<file path="src/rtl/rom_reader_pkg.sv">
// Shared state encoding and default widths for the ROM burst reader.
package rom_reader_pkg;
    localparam int DEF_ADDR_W = 3;
    localparam int DEF_DATA_W = 8;

    typedef enum logic [1:0] {
        ST_IDLE  = 2'd0,
        ST_FETCH = 2'd1,
        ST_SEND  = 2'd2,
        ST_DONE  = 2'd3
    } state_t;
endpackage

</file>
<file path="src/rtl/rom_addr_ctr.sv">
// Loadable wrapping ROM address counter with a remaining-word down-counter.
// Length is clamped to the ROM depth on load; last flags the final beat.
module rom_addr_ctr
    import rom_reader_pkg::*;
#(
    parameter int ADDR_W = DEF_ADDR_W
) (
    input  logic              clk,
    input  logic              rst_n,
    input  logic              load,
    input  logic              step,
    input  logic [ADDR_W-1:0] load_addr,
    input  logic [ADDR_W:0]   load_len,
    output logic [ADDR_W-1:0] addr,
    output logic              last,
    output logic              empty
);
    localparam logic [ADDR_W:0] DEPTH = {1'b1, {ADDR_W{1'b0}}};

    logic [ADDR_W:0] rem;
    logic [ADDR_W:0] len_c;

    assign len_c = (load_len > DEPTH) ? DEPTH : load_len;
    assign empty = (load_len == '0);
    assign last  = (rem == (ADDR_W+1)'(1));

    // Address wraps naturally at the top of the ROM through truncation.
    always_ff @(posedge clk or negedge rst_n) begin
        if (!rst_n) begin
            addr <= '0;
            rem  <= '0;
        end else if (load) begin
            addr <= load_addr;
            rem  <= len_c;
        end else if (step) begin
            addr <= addr + 1'b1;
            rem  <= rem - 1'b1;
        end
    end
endmodule

</file>
<file path="src/rtl/rom_reader.sv">
// Clocked burst reader for a combinational ROM, presenting words on a valid/ready stream.
// Optional running checksum of transferred words when ROM_READER_CKSUM_EN is defined.
module rom_reader
    import rom_reader_pkg::*;
#(
    parameter int ADDR_W = DEF_ADDR_W,
    parameter int DATA_W = DEF_DATA_W
) (
    input  logic              clk,
    input  logic              rst_n,
    input  logic              start,
    input  logic [ADDR_W-1:0] start_addr,
    input  logic [ADDR_W:0]   length,
    output logic [ADDR_W-1:0] rom_addr,
    input  logic [DATA_W-1:0] rom_data,
    output logic [DATA_W-1:0] out_data,
    output logic              out_valid,
    input  logic              out_ready,
    output logic              busy,
    output logic              done,
    output logic [DATA_W-1:0] cksum
);
    state_t state;
    logic   accept, hs, last, empty;

    assign accept = (state == ST_IDLE) && start;
    assign hs     = (state == ST_SEND) && out_valid && out_ready;

    rom_addr_ctr #(.ADDR_W(ADDR_W)) u_ctr (
        .clk       (clk),
        .rst_n     (rst_n),
        .load      (accept),
        .step      (hs && !last),
        .load_addr (start_addr),
        .load_len  (length),
        .addr      (rom_addr),
        .last      (last),
        .empty     (empty)
    );

    always_ff @(posedge clk or negedge rst_n) begin
        if (!rst_n) begin
            state     <= ST_IDLE;
            out_data  <= '0;
            out_valid <= 1'b0;
            busy      <= 1'b0;
            done      <= 1'b0;
        end else begin
            case (state)
                ST_IDLE: begin
                    if (start) begin
                        busy <= 1'b1;
                        if (empty) begin
                            state <= ST_DONE;
                            done  <= 1'b1;
                        end else begin
                            state <= ST_FETCH;
                        end
                    end
                end
                ST_FETCH: begin
                    out_data  <= rom_data;
                    out_valid <= 1'b1;
                    state     <= ST_SEND;
                end
                ST_SEND: begin
                    if (hs) begin
                        out_valid <= 1'b0;
                        if (last) begin
                            state <= ST_DONE;
                            done  <= 1'b1;
                        end else begin
                            state <= ST_FETCH;
                        end
                    end
                end
                ST_DONE: begin
                    done  <= 1'b0;
                    busy  <= 1'b0;
                    state <= ST_IDLE;
                end
                default: state <= ST_IDLE;
            endcase
        end
    end

`ifdef ROM_READER_CKSUM_EN
    always_ff @(posedge clk or negedge rst_n) begin
        if (!rst_n)      cksum <= '0;
        else if (accept) cksum <= '0;
        else if (hs)     cksum <= cksum + out_data;
    end
`else
    assign cksum = '0;
`endif
endmodule

</file>
<file path="config.mk">
export PLATFORM = sky130hd
export DESIGN_NAME = rom_reader
export DESIGN_NICKNAME = d
export VERILOG_FILES = /design/src/rtl/rom_reader_pkg.sv /design/src/rtl/rom_addr_ctr.sv /design/src/rtl/rom_reader.sv
export SDC_FILE = /design/constraint.sdc
export NUM_CORES = 1
export LEC_CHECK = 0
export ABC_AREA = 1
export ABC_CLOCK_PERIOD_IN_PS = 2100
export BUFFER_PORTS_ARGS = -buffer_cell sky130_fd_sc_hd__buf_4
export CAP_MARGIN = 30
export CORE_MARGIN = 8
export CORE_UTILIZATION = 35
export CTS_BUF_LIST = sky130_fd_sc_hd__clkbuf_2 sky130_fd_sc_hd__clkbuf_4 sky130_fd_sc_hd__clkbuf_8
export DETAILED_ROUTE_END_ITERATION = 16
export GPL_TIMING_DRIVEN = 1
export REMOVE_ABC_BUFFERS = 1
export SYNTH_ARGS = -nofsm -noshare
export SYNTH_HDL_FRONTEND = slang
export SYNTH_HIERARCHICAL = 1
export SYNTH_SLANG_ARGS = --single-unit
</file>
<file path="constraint.sdc">
create_clock -name clk -period 2.1 [get_ports clk]
set_clock_uncertainty 0.2 [all_clocks]
set_input_delay 0.21 -clock clk [delete_from_list [all_inputs] [get_ports clk]]
set_output_delay 0.21 -clock clk [all_outputs]
set_load 0.01 [all_outputs]
</file>
==> results.rst, run 1 <==
.. list-table::
   :header-rows: 1

   * - Metric
     - Value
   * - Final period demand of the worst path
     - about 1.8 ns
   * - Clock root cell
     - clkbuf_4
   * - Number of global-route vias before repair
     - roughly 1000
   * - Library cell occupying the most area in the post-synthesis netlist
     - dfrtp_1
   * - Number of antenna violations at the first check in global routing
     - 0
   * - Buffer levels on the longest clock path
     - 2
   * - Share of layout cells above drive strength 1
     - 0.299
   * - Final #Nets
     - between 150 and 200
   * - Aggregate negative setup slack
     - 0 ns
   * - Clock-pin slew on the worst setup and hold paths
     - 0.11 ns
   * - Fin area
     - 0.00149 sq mm
   * - Post-synth EDFFs
     - 0
   * - Ys flop type
     - dfrtp_1
   * - Total core area
     - 0.00295 sq mm
   * - Portion of netlist area occupied by mux cells
     - 0.0854
   * - # rows
     - 20
   * - Worst endpoint required time
     - 2.14 ns
   * - Global-route wire length before repair
     - about 4100 microns
   * - Post-detailed-routing wire length
     - 2380 microns
   * - Critical path type
     - flop to flop
   * - Number of H-tree levels
     - 1
   * - Arrival time worst endpoint
     - 1.87 ns
   * - Arithmetic-cell share of the synthesized area counting full adders, half adders and majority gates
     - 0.0356
   * - Commonest cells in the netlist
     - nand2_1 (29), dfrtp_1 (20), inv_1 (10), nor2_1 (10), nand3_1 (9)
   * - Max Cap Violations
     - 0
   * - Total CTS buffers
     - 3
   * - Mean area per synthesized cell
     - roughly 9.0 sq um
   * - Layout area overhead
     - 40.8%
   * - Standby leakage power
     - 0.776 nW
   * - Setup repair after global routing missed its margin
     - false
   * - Clk_lat worst skew
     - 0.29 ns
   * - CTS tree
     - yes
   * - Number of clock sinks
     - 20
   * - Count of different cell masters after synthesis
     - 22
   * - DIE AREA
     - around 0.0050 sq mm
   * - Xor-xnor portion of the synthesized cell area
     - 0.00830
   * - Type of the tightest min-delay check
     - input port to flop
   * - WL per Instance
     - 11.9 microns
   * - Instance area at placement
     - about 0.0013 sq mm
   * - Compound-gate portion of the synthesized area
     - 0.0593
   * - Number of top-level pins
     - between 40 and 50
   * - Peak supply drop
     - 769 uV
   * - DR vias
     - 919
   * - Critical Path Fanout Max
     - 4
   * - Register area share after synthesis
     - 0.474
   * - Vias per Instance
     - around 4.6
   * - Area share of the leading cell type in the synthesized netlist
     - 0.474
   * - Total instance count after detailed placement
     - 181
   * - Final ANT Viol Nets
     - 0
   * - Total of flip-flops plus latches after synthesis
     - 20
   * - Pin slew with the least headroom to its limit
     - 0.511 ns
   * - Port bufs
     - 32
   * - Gr usage total
     - 0.0975
   * - Final-report hold violation count
     - 0
   * - Post-detailed-placement half-perimeter wirelength
     - about 1900 microns
   * - Leading cell types by total area after synthesis
     - dfrtp_1 (47%), nand2_1 (10%), mux2_2 (8.5%)
   * - Post-route clock period utilization
     - 0.873
   * - Post-synthesis instance area
     - 0.00105 sq mm
   * - Post-CTS resize count
     - 0
   * - Final Slew Violations
     - 0
   * - Total of endpoints with negative setup slack in the final report
     - 0
   * - Yosys warning total
     - 6
   * - Count of routing violations after the opening detailed-route iteration
     - 14
   * - Remaining routing DRC violations
     - 0
   * - Die outline width
     - 70.9 microns
   * - Floorplan die height
     - 70.9 microns
   * - Crit start category
     - flop
   * - Initial core utilization
     - 0.357
   * - Post-layout instance count excluding filler cells
     - 200
   * - Post-synthesis async set-or-reset flop share
     - 1.00
   * - Critical Path End Type
     - flop
   * - Final Wtd Congestion
     - about 0.83
   * - Main combinational cell family by area after synthesis
     - simple AND/OR/NAND/NOR gates
   * - Pre-Repair DR Iteration Count
     - 4
   * - Synthesized instance count
     - 117
   * - Status
     - complete, no violations
   * - Final antenna diode count
     - 0
   * - Slew HR
     - 0.658
   * - Library cell with the highest instance count after synthesis
     - nand2_1
   * - Overall overflow remaining after global route
     - 0
   * - Simple-gate portion of the synthesized area
     - 0.223
   * - Power density over cell area
     - about 1300 mW/mm^2
   * - Pin count of the biggest net entering global routing
     - 21
   * - Peak Freq
     - approximately 0.55 GHz
==> cells in the final DEF (no fill, tap or decap) <==
master and instances:
nor2_8 1, inv_1 10, dfrtp_1 20, inv_2 2, clkbuf_4 3, clkbuf_8 1, nand2_1 29, a21boi_0 1
o21ai_0 3, buf_4 33, nor4_1 1, nor2_1 10, a21oi_1 4, conb_1 8, mux2_2 8, o21ai_1 1
a22oi_1 1, o211ai_1 1, dlygate4sd3_1 15, nand2_2 1, xnor2_1 1, ha_1 3, nand3_1 9, nand2_4 1
==> registers in the layout, summed over array words and instances, names as in the netlist <==
| signal | flops |
|---|---|
| out_data | 8 |
| state | 2 |
| done | 1 |
| busy | 1 |
| u_ctr/addr | 3 |
| out_valid | 1 |
| u_ctr/rem | 4 |
==> per-stage QoR <==
step	setup WS, ns	utilization	power [mW]	hold slack, ns
4_1_cts	0.251	0.503	1.99	0.0159
2_1_floorplan	0.458	-	1.35	-0.286
6_report	0.267	0.503	1.96	0.0218
5_1_grt	0.0598	0.503	2.14	0.0437
3_5_place_dp	0.266	0.440	1.75	-0.0900
3_3_place_gp	0.277	0.440	1.71	-0.0952
==> final cells by class <==
type / instances / area (sq um)
Fill cell: 273 / 1470
Sequential cell: 20 / 500
Multi-Input combinational cell: 83 / 464
Timing Repair Buffer: 48 / 398
Inverter: 12 / 45.0
Tap cell: 33 / 41.3
Clock buffer: 4 / 36.3
==> worst max-delay path, cell delays in order, from the launching register on <==
cell and delay (ns):
dfrtp_1 0.41, inv_1 0.11, nor2_1 0.13, nand3_1 0.14
nor2_1 0.43, nand2_2 0.13, inv_1 0.11, nand3_1 0.08
nand2_1 0.06
==> logic make-up (layout without fill, tap and decap cells) <==
family | count (synthesis) | count (layout)
flops | 20 | 20
buf+inv | 21 | 64
compound gates | 11 | 11
mux | 8 | 8
fa+ha+maj | 3 | 3
other cells | 1 | 8
simple gates | 52 | 52
xor+xnor | 1 | 1
==> power by group <==
| part | total (mW) | internal [mW] | switching (mW) |
|---|---|---|---|
| Sequential | 0.729 | 0.585 | 0.145 |
| Clock | 0.221 | 0.105 | 0.115 |
| Combinational | 1.01 | 0.496 | 0.515 |
| Total | 1.96 | 1.19 | 0.775 |
==> what timing repair did <==
action	in CTS	in global routing
endpoints found under the hold margin	35	0
hold buffers	15	0
setup buffers	0	0
==> per-layer routing <==
| layer | wire length, microns | global-route usage |
|---|---|---|
| met4 | 0 | 0.0139 |
| met5 | 0 | 0 |
| met1 | 914 | 0.0989 |
| met2 | 1270 | 0.188 |
| met3 | 194 | 0.0339 |
==> path summary, 6_finish.rpt <==
kind / from / end / slack [ns] / cells after the start
max reg2reg: state[1] / u_ctr/rem[3] / 0.27 / 8
max: state[1] / u_ctr/rem[3] / 0.27 / 8
max in group asynchronous: rst_n / state[0] / 1.37 / 2
min reg2reg: done / done / 0.31 / 2
min: out_ready / state[1] / 0.02 / 4
min in group asynchronous: rst_n / u_ctr/addr[1] / 0.12 / 2
No activity file was read; power rests on OpenSTA's default activity.
==> run 2, diff against run 1 <==
--- a/config.mk
+++ b/config.mk
@@ -5,7 +5,6 @@
 export SDC_FILE = /design/constraint.sdc
 export NUM_CORES = 1
 export LEC_CHECK = 0
-export ABC_AREA = 1
 export ABC_CLOCK_PERIOD_IN_PS = 2100
 export BUFFER_PORTS_ARGS = -buffer_cell sky130_fd_sc_hd__buf_4
 export CAP_MARGIN = 30
==> run 2 against run 1 <==
Compared with the run above: clock power rose by 44%; sequential power fell by 47%; worst setup slack got worse by 0.16 ns; first-iteration DRC count rose by 36%; clock-buffer cell count fell by 1; critical endpoint is now u_ctr/rem[1]; largest cell class unchanged.
==> results.rst, run 2 <==
.. list-table::
   :header-rows: 1

   * - Metric
     - Value
   * - Post-synth EDFFs
     - 0 (unchanged)
   * - Remaining routing DRC violations
     - 0 (unchanged)
   * - Critical Path Fanout Max
     - 6 (was 4)
   * - Critical path type
     - flop to flop (unchanged)
   * - DIE AREA
     - 0.00494 sq mm (was 0.00503 sq mm)
   * - Post-detailed-routing wire length
     - 2350 microns (was 2380 microns)
   * - Register area share after synthesis
     - 0.485 (was 0.474)
   * - Leading cell types by total area after synthesis
     - dfrtp_1 (49%), mux2_2 (7.6%), buf_4 (6.6%) (was dfrtp_1 (47%), nand2_1 (10%), mux2_2 (8.5%))
   * - Final #Nets
     - 165 (was 190)
   * - Global-route wire length before repair
     - 4110 microns (was 4150 microns)
   * - Post-route clock period utilization
     - 0.948 (was 0.873)
   * - Post-synthesis async set-or-reset flop share
     - 1.00 (unchanged)
   * - Pin count of the biggest net entering global routing
     - 21 (unchanged)
   * - Number of top-level pins
     - 41 (unchanged)
   * - Layout area overhead
     - 47.1% (was 40.8%)
   * - WL per Instance
     - 13.6 microns (was 11.9 microns)
   * - CTS tree
     - yes (unchanged)
   * - Final-report hold violation count
     - 0 (unchanged)
   * - Clock root cell
     - clkbuf_4 (unchanged)
   * - Final period demand of the worst path
     - 1.99 ns (was 1.83 ns)
   * - Type of the tightest min-delay check
     - input port to flop (unchanged)
   * - Clk_lat worst skew
     - 0.30 ns (was 0.29 ns)
   * - Filler cells
     - 230 (was 273)
   * - Buffer levels on the longest clock path
     - 2 (unchanged)
   * - Total core area
     - 0.00278 sq mm (was 0.00295 sq mm)
   * - Final antenna diode count
     - 0 (unchanged)
   * - Share of layout cells above drive strength 1
     - 0.366 (was 0.299)
   * - Gr usage total
     - 0.0981 (was 0.0975)
   * - Count of routing violations after the opening detailed-route iteration
     - 19 (was 14)
   * - Count of different cell masters after synthesis
     - 30 (was 22)
   * - Largest register by flop count
     - out_data (unchanged)
   * - Top Registers
     - out_data x8, u_ctr/rem x4, u_ctr/addr x3 (unchanged)
   * - Floorplan die height
     - 70.3 microns (was 70.9 microns)
   * - Number of clock sinks
     - 20 (unchanged)
   * - Commonest cells in the netlist
     - dfrtp_1 (20), buf_4 (9), nand2_1 (8) (was nand2_1 (29), dfrtp_1 (20), inv_1 (10), nor2_1 (10), nand3_1 (9))
   * - Clock-pin slew on the worst setup and hold paths
     - 0.12 ns (was 0.11 ns)
   * - Post-CTS repair timing setup buffer count
     - 0 (unchanged)
   * - Most common library cell in the layout ignoring fill and taps
     - buf_4 (unchanged)
   * - Vias per Instance
     - 4.74 (was 4.60)
   * - Max Cap Violations
     - 0 (unchanged)
   * - Post-detailed-placement half-perimeter wirelength
     - 1820 microns (was 1900 microns)
   * - # rows
     - 19 (was 20)
   * - Overall overflow remaining after global route
     - 0 (unchanged)
   * - Worst endpoint required time
     - 2.13 ns (was 2.14 ns)
   * - Standby leakage power
     - 0.811 nW (was 0.776 nW)
   * - Status
     - complete, no violations (unchanged)
   * - Power density over cell area
     - 510 mW/mm^2 (was 1320 mW/mm^2)
   * - Synthesized instance count
     - 89 (was 117)
   * - Arrival time worst endpoint
     - 2.02 ns (was 1.87 ns)
   * - Aggregate negative setup slack
     - 0 ns (unchanged)
   * - Critical Path End Type
     - flop (unchanged)
   * - Die outline width
     - 70.3 microns (was 70.9 microns)
   * - DR vias
     - 820 (was 919)
   * - Leading cell types in the layout, fill and taps excluded
     - buf_4 (36), dfrtp_1 (20), dlygate4sd3_1 (17), nand2_1 (8), conb_1 (8) (was buf_4 (33), nand2_1 (29), dfrtp_1 (20), dlygate4sd3_1 (15))
   * - Yosys warning total
     - 6 (unchanged)
   * - Worst Hold Margin
     - 0.0236 ns (was 0.0218 ns)
   * - Library cell with the highest instance count after synthesis
     - dfrtp_1 (was nand2_1)
   * - Final ANT Viol Nets
     - 0 (unchanged)
   * - Pre-Repair DR Iteration Count
     - 4 (unchanged)
   * - Layout Utilization
     - 0.545 (was 0.503)
   * - Number of antenna violations at the first check in global routing
     - 0 (unchanged)
   * - Port bufs
     - 32 (unchanged)
   * - Ys flop type
     - dfrtp_1 (unchanged)
   * - Mean area per synthesized cell
     - 11.6 sq um (was 9.02 sq um)
   * - Number of global-route vias before repair
     - 894 (was 998)
   * - Total CTS buffers
     - 3 (unchanged)
   * - Post-synthesis instance area
     - 0.00103 sq mm (was 0.00105 sq mm)
   * - Final Slew Violations
     - 0 (unchanged)
   * - Max FFs per register
     - 8 (unchanged)
   * - Total of endpoints with negative setup slack in the final report
     - 0 (unchanged)
   * - Initial core utilization
     - 0.371 (was 0.357)
   * - Library cell occupying the most area in the post-synthesis netlist
     - dfrtp_1 (unchanged)
   * - Peak Freq
     - 0.502 GHz (was 0.545 GHz)
   * - Peak supply drop
     - 525 uV (was 769 uV)
   * - Number of H-tree levels
     - 1 (unchanged)
   * - Total of flip-flops plus latches after synthesis
     - 20 (unchanged)
   * - Area share of the leading cell type in the synthesized netlist
     - 0.485 (was 0.474)
   * - Crit start category
     - flop (unchanged)
   * - Final Wtd Congestion
     - 0.804 (was 0.834)
==> run 2: cell types whose count changed after synthesis, moves of 3 or more <==
cell and change:
xor2_1 +3, nor2_1 -10, nand2_1 -21, nand3b_1 +3
mux2_1 +3, inv_1 -7, nand3_1 -8, o21ai_0 +4
==> run 2: area by class of cell <==
cell class | instances | area, sq um | share of cell area
clock buffer | 3 | 22.5 | 0.0149
clock inverter | 1 | 30.0 | 0.0198
inverter | 4 | 15.0 | 0.00990
multi-input combinational | 61 | 469 | 0.309
sequential | 20 | 500 | 0.330
tap | 31 | 38.8 | 0.0256
timing repair buffer | 53 | 440 | 0.290
==> run 2: worst max-delay path, stage by stage (launching register included) <==
cell and delay [ns]:
dfrtp_1 0.41, inv_1 0.09, ha_1 0.19, nor3b_2 0.18, nor3_2 0.21, buf_4 0.18, mux2_2 0.33, o21ai_0 0.14
==> run 2: report_power, final <==
part / switching (mW) / internal, mW
sequential: 0.000276 / 0.385
combinational: 0.0258 / 0.0421
clock: 0.127 / 0.193
total: 0.153 / 0.620
==> run 2: logic make-up (layout without fill, tap and decap cells) <==
| logic type | count (synthesis) | after routing | share of synthesized area |
|---|---|---|---|
| simple gates | 18 | 18 | 0.123 |
| fa+ha+maj | 3 | 3 | 0.0364 |
| mux | 11 | 11 | 0.119 |
| xor+xnor | 5 | 5 | 0.0425 |
| flops | 20 | 20 | 0.485 |
| buf+inv | 15 | 61 | 0.0946 |
| other cells | 1 | 8 | 0.00364 |
| compound gates | 16 | 16 | 0.0959 |
==> run 2: through the flow <==
stage | cell area [sq um] | std cells | worst slack (ns) | power [mW]
finish | 1520 | 173 | 0.109 | 0.773
global route | 1520 | 173 | -0.00738 | 0.807
CTS | 1510 | 173 | 0.0390 | 0.782
detailed placement | 1280 | 152 | 0.0706 | 0.438
global placement | 1280 | 152 | 0.144 | 0.437
floorplan | 975 | 85 | -0.256 | 0.401
==> run 2: metal layers <==
metal	routed length (microns)	global-route usage	vias up
met5	0	0	-
met4	14	0.0134	0
met3	205	0.0551	2
met2	1100	0.153	30
met1	1020	0.117	390
li1	-	-	398
==> run 2: final timing paths <==
kind | from | endpoint | slack, ns | cells past startpoint
worst min-delay path | start | busy | 0.02 | 3
max in group asynchronous | rst_n | out_valid | 1.38 | 2
min in group asynchronous | rst_n | out_data[0] | 0.11 | 2
worst max-delay path | u_ctr/rem[1] | u_ctr/rem[1] | 0.11 | 7
worst max register to register | u_ctr/rem[1] | u_ctr/rem[1] | 0.11 | 7
worst min register to register | out_data[3] | out_data[3] | 0.30 | 1
==> run 2: timing repair <==
item                                    4_1_cts  5_1_grt
hold buffers                                 17        0
endpoints found under the setup margin        0        2
hold endpoints to repair                     35        0
resized for setup                             0        2
==> run 3, diff against run 2 <==
--- a/config.mk
+++ b/config.mk
@@ -13,6 +13,8 @@
 export CTS_BUF_LIST = sky130_fd_sc_hd__clkbuf_2 sky130_fd_sc_hd__clkbuf_4 sky130_fd_sc_hd__clkbuf_8
 export DETAILED_ROUTE_END_ITERATION = 16
 export GPL_TIMING_DRIVEN = 1
+export HOLD_SLACK_MARGIN = 0.02
+export PLACE_DENSITY_LB_ADDON = 0.12
 export REMOVE_ABC_BUFFERS = 1
 export SYNTH_ARGS = -nofsm -noshare
 export SYNTH_HDL_FRONTEND = slang
==> run 3 against run 2 <==
Compared with the run above: die area is the same; clock power shrank 1%; fmax grew 2.2%; worst hold slack gained 0.078 ns; critical path depth is the same; worst setup slack gained 0.043 ns; non-clock buffer count grew 2; first-iteration DRC count grew 68%; critical endpoint unchanged; register-to-register slack gained 0.04 ns; utilization grew 0.63 points; largest power group unchanged; clock-buffer cell count is the same.
==> results.rst, run 3 (synthesized netlist as in run 2, its figures left out) <==
.. list-table::
   :header-rows: 1

   * - Metric
     - Value
   * - Largest register by flop count
     - out_data (unchanged)
   * - Total CTS buffers
     - 3 (unchanged)
   * - Clock-pin slew on the worst setup and hold paths
     - 0.12 ns (about the same)
   * - Number of H-tree levels
     - 1 (unchanged)
   * - DIE AREA
     - 0.00494 sq mm (unchanged)
   * - Worst Hold Margin
     - 0.102 ns (was 0.0236 ns)
   * - Top Registers
     - out_data x8, u_ctr/rem x4, u_ctr/addr x3 (unchanged)
   * - Initial core utilization
     - 0.371 (unchanged)
   * - Leading cell types in the layout, fill and taps excluded
     - buf_4 (37), dfrtp_1 (20), dlygate4sd3_1 (18), nand2_1 (8), conb_1 (8) (was buf_4 (36), dfrtp_1 (20), dlygate4sd3_1 (17), nand2_1 (8), conb_1 (8))
   * - Number of global-route vias before repair
     - 826 (was 894)
   * - Global-route wire length before repair
     - 3860 microns (was 4110 microns)
   * - WL per Instance
     - 13.0 microns (was 13.6 microns)
   * - Number of cells on the worst reg-to-reg path
     - 7 (unchanged)
   * - Type of the tightest min-delay check
     - input port to asynchronous set/reset pin (was input port to flop)
   * - Aggregate negative setup slack
     - 0 ns (unchanged)
   * - Count of routing violations after the opening detailed-route iteration
     - 32 (was 19)
   * - Layout area overhead
     - 48.8% (was 47.1%)
   * - Post-detailed-routing wire length
     - 2280 microns (was 2350 microns)
   * - Remaining routing DRC violations
     - 0 (unchanged)
   * - CTS tree
     - yes (unchanged)
   * - Instance area at placement
     - 0.00128 sq mm (about the same)
   * - Worst endpoint required time
     - 2.12 ns (was 2.13 ns)
   * - Peak supply drop
     - 552 uV (was 525 uV)
   * - Number of clock sinks
     - 20 (unchanged)
   * - Gr usage total
     - 0.0926 (was 0.0981)
   * - Internal cell power
     - 623 uW (was 620 uW)
   * - Total core area
     - 0.00278 sq mm (unchanged)
   * - Final Slew Violations
     - 0 (unchanged)
   * - Status
     - complete, no violations (unchanged)
   * - Fin area
     - 0.00153 sq mm (was 0.00152 sq mm)
   * - Share of layout cells above drive strength 1
     - 0.368 (was 0.366)
   * - Final #Nets
     - 167 (was 165)
   * - End of the worst register-to-register path
     - u_ctr/rem[1] (unchanged)
   * - Final ANT Viol Nets
     - 0 (unchanged)
   * - # rows
     - 19 (unchanged)
   * - Die outline width
     - 70.3 microns (unchanged)
   * - R2R Setup Slk
     - 0.15 ns (was 0.11 ns)
   * - Clk_lat worst skew
     - 0.30 ns (about the same)
   * - Final Wtd Congestion
     - 0.791 (was 0.804)
   * - Max Cap Violations
     - 0 (unchanged)
   * - Final period demand of the worst path
     - 1.95 ns (was 1.99 ns)
   * - Vias per Instance
     - 4.65 (was 4.74)
   * - Final antenna diode count
     - 0 (unchanged)
   * - Most common library cell in the layout ignoring fill and taps
     - buf_4 (unchanged)
   * - Max FFs per register
     - 8 (unchanged)
   * - FF-to-FF Start
     - u_ctr/rem[1] (unchanged)
   * - Number of antenna violations at the first check in global routing
     - 0 (unchanged)
   * - Overall overflow remaining after global route
     - 0 (unchanged)
   * - Power density over cell area
     - 503 mW/mm^2 (was 510 mW/mm^2)
   * - Pre-Repair DR Iteration Count
     - 4 (unchanged)
   * - Total of endpoints with negative setup slack in the final report
     - 0 (unchanged)
   * - Arrival time worst endpoint
     - 1.97 ns (was 2.02 ns)
   * - Pin count of the biggest net entering global routing
     - 21 (unchanged)
   * - Post-route clock period utilization
     - 0.928 (was 0.948)
   * - DR vias
     - 813 (was 820)
   * - Buffer levels on the longest clock path
     - 2 (unchanged)
   * - Post-detailed-placement half-perimeter wirelength
     - 1630 microns (was 1820 microns)
   * - Relative contribution of sequential cells to total power
     - 0.500 (was 0.499)
   * - Number of top-level pins
     - 41 (unchanged)
   * - Critical path type
     - flop to flop (unchanged)
   * - Peak Freq
     - 0.513 GHz (was 0.502 GHz)
   * - Crit start category
     - flop (unchanged)
   * - Standby leakage power
     - 0.825 nW (was 0.811 nW)
   * - Switching share of power
     - 0.193 (was 0.198)
   * - Clock root cell
     - clkbuf_4 (unchanged)
   * - Final-report hold violation count
     - 0 (unchanged)
   * - Floorplan die height
     - 70.3 microns (unchanged)
   * - Critical Path Fanout Max
     - 4 (was 6)
   * - Setup repair after global routing missed its margin
     - false
   * - Port bufs
     - 32 (unchanged)
   * - Critical Path End Type
     - flop (unchanged)
   * - Clock group share of total power
     - 0.409 (was 0.413)
   * - Combinational fraction of design power
     - 0.092 (was 0.088)
   * - Net Sw Power
     - 149 uW (was 153 uW)
   * - Power consumption
     - 771 uW (was 773 uW)
==> run 3: per-layer routing <==
metal / track usage / wire length [microns]
met2: 0.147 / 1090
met4: 0.0134 / 16
met5: 0 / 0
met1: 0.111 / 1000
met3: 0.0480 / 171
==> run 3: metrics by stage <==
step	setup slack, ns	instances	util
after floorplan	-0.256	85	-
after global placement	0.134	151	0.459
after detailed placement	0.0531	151	0.459
after CTS	0.0185	173	0.543
after global routing	0.0431	175	0.552
final	0.152	175	0.552
==> run 3: repair_timing <==
| action | in CTS | in global routing |
|---|---|---|
| hold endpoints to repair | 37 | 0 |
| hold buffers | 18 | 0 |
| resized for setup | 0 | 2 |
| setup buffers | 0 | 2 |
| setup endpoints to repair | 0 | 2 |
==> run 3: power groups by stage <==
stage	registers (mW)	logic (mW)	clock network, mW
2_1_floorplan	0.393	0.00778	0
3_3_place_gp	0.393	0.0437	0
3_5_place_dp	0.393	0.0442	0
4_1_cts	0.386	0.0706	0.328
5_1_grt	0.386	0.0776	0.342
6_report	0.385	0.0706	0.315
==> run 3: area by class of cell <==
type                            count  area (sq um)
Clock buffer                        3          22.5
Clock inverter                      1          30.0
Fill cell                         251          1250
Inverter                            4          15.0
Multi-Input combinational cell     61           469
Sequential cell                    20           500
Tap cell                           31          38.8
Timing Repair Buffer               55           458
==> run 3: how the worst max path moves through the flow <==
stage / startpoint / depth (start not counted) / slack [ns] / endpoint
finish: u_ctr/rem[1] / 7 / 0.15 / u_ctr/rem[1]
global route: u_ctr/rem[1] / 7 / 0.04 / u_ctr/rem[1]
CTS: u_ctr/rem[1] / 7 / 0.02 / u_ctr/rem[1]
detailed placement: u_ctr/rem[1] / 7 / 0.05 / u_ctr/rem[1]
global placement: u_ctr/rem[1] / 7 / 0.13 / u_ctr/rem[1]
floorplan: u_ctr/rem[0] / 6 / -0.26 / u_ctr/rem[3]
==> run 3: critical path: stages, from the launching register on <==
cell and delay [ns]:
dfrtp_1 0.40, inv_1 0.09, ha_1 0.18, nor3b_2 0.16
nor3_2 0.22, buf_4 0.16, mux2_2 0.32, o21ai_0 0.15
